==> src/rtl/uart_block_stats_pkg.sv <==
// Shared types and constants for the UART block statistics engine.
// Response length depends on the UART_STATS_MIN_EN build option.
package uart_stats_pkg;

    typedef enum logic [2:0] {
        IDLE,
        LEN,
        DATA,
        RESP,
        TX_WAIT_HI,
        TX_WAIT_LO
    } state_t;

    localparam logic [7:0] STAT_OK      = 8'h00;
    localparam logic [7:0] STAT_TIMEOUT = 8'hE1;

    localparam int DEF_LEN_BYTES   = 2;
    localparam int DEF_SUM_BYTES   = 2;
    localparam int DEF_TIMEOUT_CYC = 27000;

    // status + sum + max (+ min when the min tracker is built)
    function automatic int resp_len(input int sum_bytes);
`ifdef UART_STATS_MIN_EN
        return sum_bytes + 3;
`else
        return sum_bytes + 2;
`endif
    endfunction

endpackage

==> src/rtl/uart_block_stats_if.sv <==
// Byte-stream side of the statistics engine: UART rx pulses in,
// transmitter trigger/busy handshake out, plus status flags.
interface uart_block_stats_if;

    logic       rx_valid;
    logic [7:0] rx_data;
    logic       tx_bsy;
    logic       tx_trig;
    logic [7:0] tx_data;
    logic       busy;
    logic       err_timeout;

    modport master (
        output rx_valid, rx_data, tx_bsy,
        input  tx_trig, tx_data, busy, err_timeout
    );

    modport slave (
        input  rx_valid, rx_data, tx_bsy,
        output tx_trig, tx_data, busy, err_timeout
    );

endinterface

==> src/rtl/uart_block_stats_byte_sender.sv <==
// Walks a flattened response vector LSB byte first, one byte per
// full trigger/busy handshake with the UART transmitter.
module uart_stats_byte_sender
    import uart_stats_pkg::*;
#(
    parameter int NB = 5
) (
    input  logic          clk_27mhz,
    input  logic          rst,
    input  logic          start,
    input  logic [8*NB-1:0] resp,
    input  logic [7:0]    n,
    input  logic          tx_bsy,
    output logic          tx_trig,
    output logic [7:0]    tx_data,
    output logic          fin
);

    state_t     state;
    logic [7:0] idx;
    logic [7:0] cur;

    always_comb begin
        cur = resp[8*idx +: 8];
    end

    // idx already points past the byte just sent
    assign fin = (state == TX_WAIT_LO) && !tx_bsy && (idx == n);

    always_ff @(posedge clk_27mhz) begin
        if (rst) begin
            state   <= IDLE;
            idx     <= '0;
            tx_trig <= 1'b0;
            tx_data <= 8'h00;
        end else begin
            tx_trig <= 1'b0;
            unique case (state)
                IDLE: begin
                    if (start) begin
                        state <= RESP;
                        idx   <= '0;
                    end
                end
                RESP: begin
                    if (!tx_bsy) begin
                        tx_trig <= 1'b1;
                        tx_data <= cur;
                        idx     <= idx + 8'd1;
                        state   <= TX_WAIT_HI;
                    end
                end
                TX_WAIT_HI: begin
                    if (tx_bsy) state <= TX_WAIT_LO;
                end
                TX_WAIT_LO: begin
                    if (!tx_bsy) state <= (idx == n) ? IDLE : RESP;
                end
                default: state <= IDLE;
            endcase
        end
    end

endmodule

==> src/rtl/uart_block_stats.sv <==
// Length-prefixed byte block statistics (sum/max, optional min) with
// inter-byte timeout; min tracking built when UART_STATS_MIN_EN is defined.
module uart_block_stats
    import uart_stats_pkg::*;
#(
    parameter int LEN_BYTES   = DEF_LEN_BYTES,
    parameter int SUM_BYTES   = DEF_SUM_BYTES,
    parameter int TIMEOUT_CYC = DEF_TIMEOUT_CYC
) (
    input logic               clk_27mhz,
    input logic               rst,
    uart_block_stats_if.slave bus
);

    localparam int LW   = 8 * LEN_BYTES;
    localparam int SW   = 8 * SUM_BYTES;
    localparam int NB   = resp_len(SUM_BYTES);
    localparam int TW   = $clog2(TIMEOUT_CYC + 1);

    state_t          state;
    logic [LW-1:0]   len_q;
    logic [LW-1:0]   len_nxt;
    logic [LW-1:0]   cnt;
    logic [7:0]      hdr_idx;
    logic [7:0]      hdr_sel;
    logic [SW-1:0]   sum_q;
    logic [7:0]      max_q;
    logic [7:0]      status_q;
    logic [7:0]      n_q;
    logic [TW-1:0]   tcnt;
    logic [8*NB-1:0] resp_vec;
    logic            hdr_last;
    logic            data_last;
    logic            tout;
    logic            start;
    logic            clr;
    logic            dat;
    logic            fin;

    assign hdr_sel = (state == LEN) ? hdr_idx : 8'd0;

    always_comb begin
        len_nxt = (state == IDLE) ? '0 : len_q;
        len_nxt[8*hdr_sel +: 8] = bus.rx_data;
    end

    assign hdr_last  = ((state == IDLE) && (LEN_BYTES == 1)) ||
                       ((state == LEN) && (hdr_idx == 8'(LEN_BYTES - 1)));
    assign data_last = (state == DATA) && bus.rx_valid &&
                       (cnt + 1'b1 == len_q);
    // a byte arriving on the expiry cycle wins over the abort
    assign tout      = ((state == LEN) || (state == DATA)) &&
                       !bus.rx_valid && (tcnt == TW'(TIMEOUT_CYC));
    assign start     = tout || data_last ||
                       (bus.rx_valid && hdr_last && (len_nxt == '0));
    assign clr       = ((state == IDLE) && bus.rx_valid) || tout;
    assign dat       = (state == DATA) && bus.rx_valid;

    always_ff @(posedge clk_27mhz) begin
        if (rst || !((state == LEN) || (state == DATA)) || bus.rx_valid)
            tcnt <= '0;
        else
            tcnt <= tcnt + 1'b1;
    end

    always_ff @(posedge clk_27mhz) begin
        if (rst || clr) begin
            sum_q <= '0;
            max_q <= 8'h00;
        end else if (dat) begin
            sum_q <= sum_q + SW'(bus.rx_data);
            if (bus.rx_data > max_q) max_q <= bus.rx_data;
        end
    end

`ifdef UART_STATS_MIN_EN
    logic [7:0] min_q;

    always_ff @(posedge clk_27mhz) begin
        if (rst || clr)
            min_q <= 8'hFF;
        else if (dat && (bus.rx_data < min_q))
            min_q <= bus.rx_data;
    end

    assign resp_vec = {min_q, max_q, sum_q, status_q};
`else
    assign resp_vec = {max_q, sum_q, status_q};
`endif

    always_ff @(posedge clk_27mhz) begin
        if (rst) begin
            state           <= IDLE;
            len_q           <= '0;
            hdr_idx         <= '0;
            cnt             <= '0;
            status_q        <= STAT_OK;
            n_q             <= '0;
            bus.busy        <= 1'b0;
            bus.err_timeout <= 1'b0;
        end else begin
            bus.err_timeout <= 1'b0;
            unique case (state)
                IDLE: begin
                    if (bus.rx_valid) begin
                        len_q    <= len_nxt;
                        hdr_idx  <= 8'd1;
                        cnt      <= '0;
                        status_q <= STAT_OK;
                        n_q      <= 8'(NB);
                        bus.busy <= 1'b1;
                        if (!hdr_last) state <= LEN;
                        else           state <= start ? RESP : DATA;
                    end
                end
                LEN: begin
                    if (tout) begin
                        bus.err_timeout <= 1'b1;
                        status_q        <= STAT_TIMEOUT;
                        n_q             <= 8'd1;
                        state           <= RESP;
                    end else if (bus.rx_valid) begin
                        len_q   <= len_nxt;
                        hdr_idx <= hdr_idx + 8'd1;
                        if (hdr_last) state <= start ? RESP : DATA;
                    end
                end
                DATA: begin
                    if (tout) begin
                        bus.err_timeout <= 1'b1;
                        status_q        <= STAT_TIMEOUT;
                        n_q             <= 8'd1;
                        state           <= RESP;
                    end else if (bus.rx_valid) begin
                        cnt <= cnt + 1'b1;
                        if (data_last) state <= RESP;
                    end
                end
                RESP: begin
                    if (fin) begin
                        state    <= IDLE;
                        bus.busy <= 1'b0;
                    end
                end
                default: state <= IDLE;
            endcase
        end
    end

    uart_stats_byte_sender #(
        .NB (NB)
    ) u_sender (
        .clk_27mhz (clk_27mhz),
        .rst       (rst),
        .start     (start),
        .resp      (resp_vec),
        .n         (n_q),
        .tx_bsy    (bus.tx_bsy),
        .tx_trig   (bus.tx_trig),
        .tx_data   (bus.tx_data),
        .fin       (fin)
    );

endmodule

==> src/flat_wrapper.sv <==
// flat-port wrapper written by rule: the top's interface ports become plain ports
module uart_block_stats_flat import uart_stats_pkg::*;
#(
    parameter int LEN_BYTES   = DEF_LEN_BYTES,
    parameter int SUM_BYTES   = DEF_SUM_BYTES,
    parameter int TIMEOUT_CYC = DEF_TIMEOUT_CYC
)
  (clk_27mhz, rst, bus_rx_valid, bus_rx_data, bus_tx_bsy, bus_tx_trig, bus_tx_data, bus_busy, bus_err_timeout);
  uart_block_stats_if bus_i ();
  input logic clk_27mhz;
  input logic rst;
  input wire logic [$bits(bus_i.rx_valid)-1:0] bus_rx_valid;
  input wire logic [$bits(bus_i.rx_data)-1:0] bus_rx_data;
  input wire logic [$bits(bus_i.tx_bsy)-1:0] bus_tx_bsy;
  output wire logic [$bits(bus_i.tx_trig)-1:0] bus_tx_trig;
  output wire logic [$bits(bus_i.tx_data)-1:0] bus_tx_data;
  output wire logic [$bits(bus_i.busy)-1:0] bus_busy;
  output wire logic [$bits(bus_i.err_timeout)-1:0] bus_err_timeout;
  assign bus_i.rx_valid = bus_rx_valid;
  assign bus_i.rx_data = bus_rx_data;
  assign bus_i.tx_bsy = bus_tx_bsy;
  assign bus_tx_trig = bus_i.tx_trig;
  assign bus_tx_data = bus_i.tx_data;
  assign bus_busy = bus_i.busy;
  assign bus_err_timeout = bus_i.err_timeout;
  uart_block_stats #(.LEN_BYTES(LEN_BYTES), .SUM_BYTES(SUM_BYTES), .TIMEOUT_CYC(TIMEOUT_CYC)) u_core (.clk_27mhz(clk_27mhz), .rst(rst), .bus(bus_i));
endmodule
==> config.mk <==
export PLATFORM = sky130hd
export DESIGN_NAME = uart_block_stats_flat
export DESIGN_NICKNAME = d
export VERILOG_FILES = /design/src/rtl/uart_block_stats_pkg.sv /design/src/rtl/uart_block_stats_if.sv /design/src/rtl/uart_block_stats_byte_sender.sv /design/src/rtl/uart_block_stats.sv /design/src/flat_wrapper.sv
export SDC_FILE = /design/constraint.sdc
export NUM_CORES = 1
export LEC_CHECK = 0
export BUFFER_PORTS_ARGS = -buffer_cell sky130_fd_sc_hd__buf_4
export CELL_PAD_IN_SITES_DETAIL_PLACEMENT = 0
export CELL_PAD_IN_SITES_GLOBAL_PLACEMENT = 1
export CORE_UTILIZATION = 51
export CTS_CLUSTER_DIAMETER = 150
export DETAILED_ROUTE_END_ITERATION = 8
export HOLD_SLACK_MARGIN = 0.05
export PLACE_DENSITY = 0.86
export SLEW_MARGIN = 20
export SYNTH_ARGS = -nofsm -noshare
export SYNTH_HDL_FRONTEND = slang
export SYNTH_HIERARCHICAL = 1
export SYNTH_SLANG_ARGS = --single-unit
==> constraint.sdc <==
create_clock -name clk_27mhz -period 5.7 [get_ports clk_27mhz]
set_clock_uncertainty 0.05 [all_clocks]
set_input_delay 0.285 -clock clk_27mhz [delete_from_list [all_inputs] [get_ports clk_27mhz]]
set_output_delay 0.285 -clock clk_27mhz [all_outputs]
set_load 0.05 [all_outputs]
==> results of run 1 <==
[critical path, cell delays in order (launching register included)]
cell     delay [ns]
dfxtp_1        0.34
inv_1          0.09
ha_1           0.49
nand2_1        0.14
ha_1           0.25
xor2_1         0.15
nor4_1         0.29
o21ai_0        0.25
and3b_1        0.23
o41ai_1        0.37
a41o_1         0.21
or3b_1         0.50
o21ai_1        0.52
nor2_1         0.08
mux2_1         0.31
[flip-flops by register name, summed over array words and instances (netlist names)]
register and cells:
u_core/state 2, u_core/sum_q 16, u_core/u_sender/tx_trig 1, u_core/u_sender/idx 8
u_core/bus.busy 1, u_core/len_q 16, u_core/u_sender/state 3, u_core/max_q 8
u_core/tcnt 15, u_core/status_q 1, u_core/u_sender/tx_data 8, u_core/bus.err_timeout 1
u_core/hdr_idx 8, u_core/n_q 1, u_core/cnt 16
[per-layer routing]
metal	track usage, %	part of all wire (%)
met3	5.562	5.5
met1	32.17	44
met2	43.17	48
met4	11.64	2.7
met5	0	0
[cell usage in the layout, fill, tap and decap left out, drive strengths merged, types with 7 or more instances in the layout]
cell and n:
mux4 8, a211oi 12, mux2i 19, ha 28
nand3 31, xnor2 19, and3 18, xor2 32
nor3 14, buf 23, nor2 102, nand4 11
nand2b 14, conb 10, o21ai 31, inv 35
clkbuf 11, a22oi 32, dfxtp 105, nor4 13
a21oi 37, nor2b 7, or3 8, nand2 61
[power by group]
part           leakage (nW)  switching, W  internal (W)  total, W
Combinational          1.50      0.000305      0.000171  0.000476
Sequential            0.848     0.0000409      0.000769  0.000810
Clock                 0.147      0.000280      0.000355  0.000635
Total                  2.50      0.000626       0.00130   0.00192
[final timing paths]
kind	end	slack, ns	cells past startpoint
min	u_core/u_sender/state[0]	0.20	3
max reg2reg	u_core/u_sender/idx[5]	1.30	14
max	u_core/u_sender/idx[5]	1.30	14
min reg2reg	u_core/tcnt[0]	0.42	1
[logic make-up (layout without fill, tap and decap cells)]
logic type               count (synthesis)  after routing  synth area share [%]
flip-flops                             105            105                 33.65
XOR/XNOR                                51             51                 7.150
AND/OR/NAND/NOR                        314            314                 25.48
other                                    1             10               0.06003
adder cells (fa/ha/maj)                 29             29                 5.928
multiplexers                            28             28                 6.108
buffers and inverters                   72             72                 4.646
AO/OA/AOI/OAI                          159            159                 16.98
[per-stage QoR]
stage | std cells | power (W) | area (µm²) | setup slack (ns)
2_1_floorplan | 768 | 0.001171 | 6281 | 1.941
5_1_grt | 915 | 0.002027 | 6779 | 1.058
6_report | 915 | 0.001921 | 6779 | 1.303
3_3_place_gp | 899 | 0.001285 | 6476 | 1.547
4_1_cts | 915 | 0.001938 | 6779 | 1.422
3_5_place_dp | 899 | 0.001299 | 6476 | 1.436
[area by class of cell]
class / instances / area [µm²]
repair buffers: 23 / 172.7
flip-flops and latches: 105 / 2102
well taps: 147 / 183.9
fillers: 1091 / 5182
multi-input cells: 591 / 3894
clock inverters: 5 / 60.06
inverters: 33 / 123.9
clock buffers: 11 / 242.7
==> flow_summary.yaml, run 1 <==
yosys:
  synth-seq-cells: 105
  async_reset_ff_share_pct: 0
  synth_top_area_cell: "dfxtp_1"
  yosysWarnings: 6
  ys_types: 68
  synth_area_mm2: 0.006247
  syn_inst: 759
  ys.flop_type: "dfxtp_1"
  synth_seq_area_share_pct: 33.65
  synth_area_leaders: "dfxtp_1 (34%), nor2_1 (6.1%), ha_1 (5.6%)"
  synth.most_common_cell: "dfxtp_1"
  ys_top_cells_by_count: "dfxtp_1 (105), nor2_1 (101), nand2_1 (61)"
  synth_top_area_share_pct: 33.65
  syn_avg_cell_area_um2: 8.231
  synth-edff-count: 0
hold_path:
  min_path_type: "primary input to register"
  worstHoldStart: "bus_tx_bsy"
place:
  place.gp.congestion: 0.8834
  place_hpwl_mm: 11.39
  io_buffers: 22
clock_tree:
  clock-root-buffer: "clkbuf_16"
  clkTransAtPathRegs_ns: 0.07
  clock_tree.htree_level_count: 3
  insertion_delay_ns: 0.36
  cts_buffer_depth: 2
  cts_tree: "built"
  cts_sinks: 105
  cts.hold.buffers_added: 0
  cts_buffers: 9
  post_cts_buffers: 0
  post_cts_resized: 0
floorplanning:
  pin_count: 23
  row_count: 40
  core_area_mm2: 0.01196
  dieHeight_um: 112.7
  die_area_mm2: 0.01270
  die_w_um: 112.7
  start_util_pct: 52.23
power:
  irDropWorstVdd_mv: 0.2690
  power_per_cell_area_mw_per_mm2: 283.3
  leakagePower_nw: 2.498
final_layout:
  drive_above_1_share_pct: 7.031
  final_util_pct: 56.67
  antenna_cells: 0
  nets: 804
  syn_to_final_growth_pct: 8.512
routing:
  routed-via-count: 5548
  wl_mm: 15.64
  viasPerCell: 6.063
  firstDrtPassIters: 5
  drtIter0Drc: 462
  drc: 0
  wl_per_cell_um: 17.09
  detail-route-antenna-nets: 0
setup_path:
  cp.arrival_ns: 4.59
  path_max_fanout: 16
  start_kind: "register"
  crit_required_ns: 5.89
  r2r-start: "u_core/state[1]"
  crit_path_end_kind: "register"
  setup.worst_path.class: "register to register"
  cp-startpoint: "u_core/state[1]"
global_routing:
  grt_pass1_vias: 5240
  grt-ovfl-total: 0
  grt_util_all_layers_pct: 25.92
  grt_pass1_wl_mm: 25.88
  antenna_found_initial: 0
  grt_max_degree: 60
timing:
  rsz0062_at_grt: "no"
  report.final.slew_viol_count: 0
  max_freq_mhz: 227.4
  fin_crit_sh_pct: 77.14
  setup_viol: 0
  tns_ns: 0
  finalCriticalPeriod_ns: 4.397
  tightest_slew_ns: 0.9603
  slew_headroom_pct: 35.86
  whs_ns: 0.2030
  finalHoldViolCount: 0
run:
  max_cap_violations: 0
status:
  status: "complete, no violations"
Note: power is estimated with default switching activity, not from simulation.
==> run 2, diff against run 1 <==
- CORE_UTILIZATION: 51 -> 48
- PLACE_DENSITY: 0.86 -> 0.82
- clock period: 5.7 -> 4.2 ns (I/O delays scaled with it)
==> run 2 against run 1 <==
- fmax up 11%
- sequential power up 36%
- clock power up 23%
- core utilization down 2.7 points
- die area up 6.1%
- register-to-register slack worse by 1.0 ns
- largest power group unchanged
==> flow_summary.yaml, run 2 (same netlist as run 1, synthesis figures left out) <==
setup_path:
  r2r-start: "u_core/cnt[0]"
  path_max_fanout: 10
  r2r_setup_slack_ns: 0.25
  setup.worst_path.class: "register to register"
  r2r-end: "u_core/u_sender/idx[5]"
  crit_required_ns: 4.39
  cp.arrival_ns: 4.14
  crit_path_end_kind: "register"
  rr_worst_depth: 11
  start_kind: "register"
hold_path:
  hold_path_end: "u_core/max_q[6]"
  worstHoldStart: "bus_rx_data[6]"
  min_path_type: "primary input to register"
  min_path_cells: 3
timing:
  setup_viol: 0
  tns_ns: 0
  finalHoldViolCount: 0
  finalCriticalPeriod_ns: 3.947
  slew_headroom_pct: 34.97
  tightest_slew_ns: 0.9737
  max_freq_mhz: 253.4
  fin_crit_sh_pct: 93.97
  report.final.slew_viol_count: 0
  setup_ws_ns: 0.2534
  rsz0062_at_grt: "no"
run:
  max_cap_violations: 0
global_routing:
  grt_pass1_wl_mm: 26.81
  grt_util_all_layers_pct: 25.92
  antenna_found_initial: 0
  grt_max_degree: 60
  grt-ovfl-total: 0
  grt_pass1_vias: 5380
routing:
  drtIter0Drc: 417
  wl_per_cell_um: 17.30
  wl_mm: 16.40
  routed-via-count: 5598
  drc: 0
  detail-route-antenna-nets: 0
  viasPerCell: 5.905
  firstDrtPassIters: 5
floorplanning:
  die_w_um: 116.1
  row_count: 41
  start_util_pct: 49.30
  die_area_mm2: 0.01348
  core_area_mm2: 0.01267
  dieHeight_um: 116.1
  pin_count: 23
clock_tree:
  clkTransAtPathRegs_ns: 0.07
  cts.hold.buffers_added: 0
  cts_tree: "built"
  cts_buffer_depth: 2
  post_cts_resized: 0
  cts_buffers: 9
  post_cts_buffers: 0
  cts_sinks: 105
  clock_tree.htree_level_count: 3
  insertion_delay_ns: 0.35
  clock-root-buffer: "clkbuf_16"
place:
  place_hpwl_mm: 12.05
  place_ws_ns: 0.1302
  place.gp.congestion: 0.8830
  dpl.cell_count: 932
  io_buffers: 22
power:
  leakagePower_nw: 2.520
  irDropWorstVdd_mv: 0.1931
  power_per_cell_area_mw_per_mm2: 375.9
status:
  status: "complete, no violations"
final_layout:
  stdcell_count: 948
  layout_commonest_cell: "dfxtp_1"
  syn_to_final_growth_pct: 9.553
  top_regs: "u_core/cnt (16), u_core/len_q (16), u_core/sum_q (16)"
  nets: 812
  drive_above_1_share_pct: 8.247
  antenna_cells: 0
  mostFrequentLayoutCells: "dfxtp_1 (105), nor2_1 (101), nand2_1 (61)"
  fillerInstances: 1235
==> run 2: how the worst max path moves through the flow <==
stage	from	end	slack, ns	depth (start not counted)
finish	u_core/cnt[0]	u_core/u_sender/idx[5]	0.25	11
global route	u_core/hdr_idx[1]	u_core/u_sender/idx[5]	0.02	13
global placement	u_core/cnt[0]	u_core/u_sender/idx[5]	0.27	11
floorplan	u_core/state[1]	u_core/u_sender/idx[5]	0.44	16
CTS	u_core/cnt[0]	u_core/u_sender/idx[5]	0.12	11
detailed placement	u_core/cnt[0]	u_core/u_sender/idx[5]	0.13	11
==> run 2: cell type report <==
| cell class | count | area, µm² | share of cell area (%) |
|---|---|---|---|
| Clock buffer | 12 | 236.5 | 3.455 |
| Clock inverter | 4 | 30.03 | 0.4388 |
| Inverter | 33 | 123.9 | 1.810 |
| Multi-Input combinational cell | 591 | 3904 | 57.04 |
| Sequential cell | 105 | 2102 | 30.71 |
| Tap cell | 172 | 215.2 | 3.144 |
| Timing Repair Buffer | 31 | 232.7 | 3.400 |
==> run 2: per-layer routing <==
metal | wire, µm | global-route usage [%]
met1 | 7653 | 32.13
met4 | 631 | 15.04
met5 | 0 | 0
met2 | 7710 | 43.13
met3 | 403 | 3.504
==> run 2: worst max-delay path: stages, from the launching register on <==
cell	delay, ns
dfxtp_1	0.47
ha_1	0.41
and4_2	0.44
and4_1	0.29
o32ai_1	0.09
a211o_1	0.28
nor3_1	0.21
a41o_1	0.26
or3b_4	0.45
a21o_1	0.20
or3_1	0.36
mux2_1	0.31
==> run 2: power breakdown <==
part | total [W] | internal [W] | switching [W]
Clock | 0.000783 | 0.000404 | 0.000379
Sequential | 0.00110 | 0.00104 | 0.0000538
Combinational | 0.000692 | 0.000248 | 0.000443
==> run 2: through the flow <==
| stage | instance area (µm²) | util, % | total power, W | hold slack (ns) |
|---|---|---|---|---|
| after floorplan | 6281 | - | 0.001589 | 0.2291 |
| after global placement | 6568 | 51.83 | 0.001786 | 0.3941 |
| after detailed placement | 6568 | 51.83 | 0.001797 | 0.4098 |
| after CTS | 6834 | 53.94 | 0.002590 | 0.1061 |
| after global routing | 6844 | 54.01 | 0.002706 | 0.1396 |
| final | 6844 | 54.01 | 0.002572 | 0.1237 |
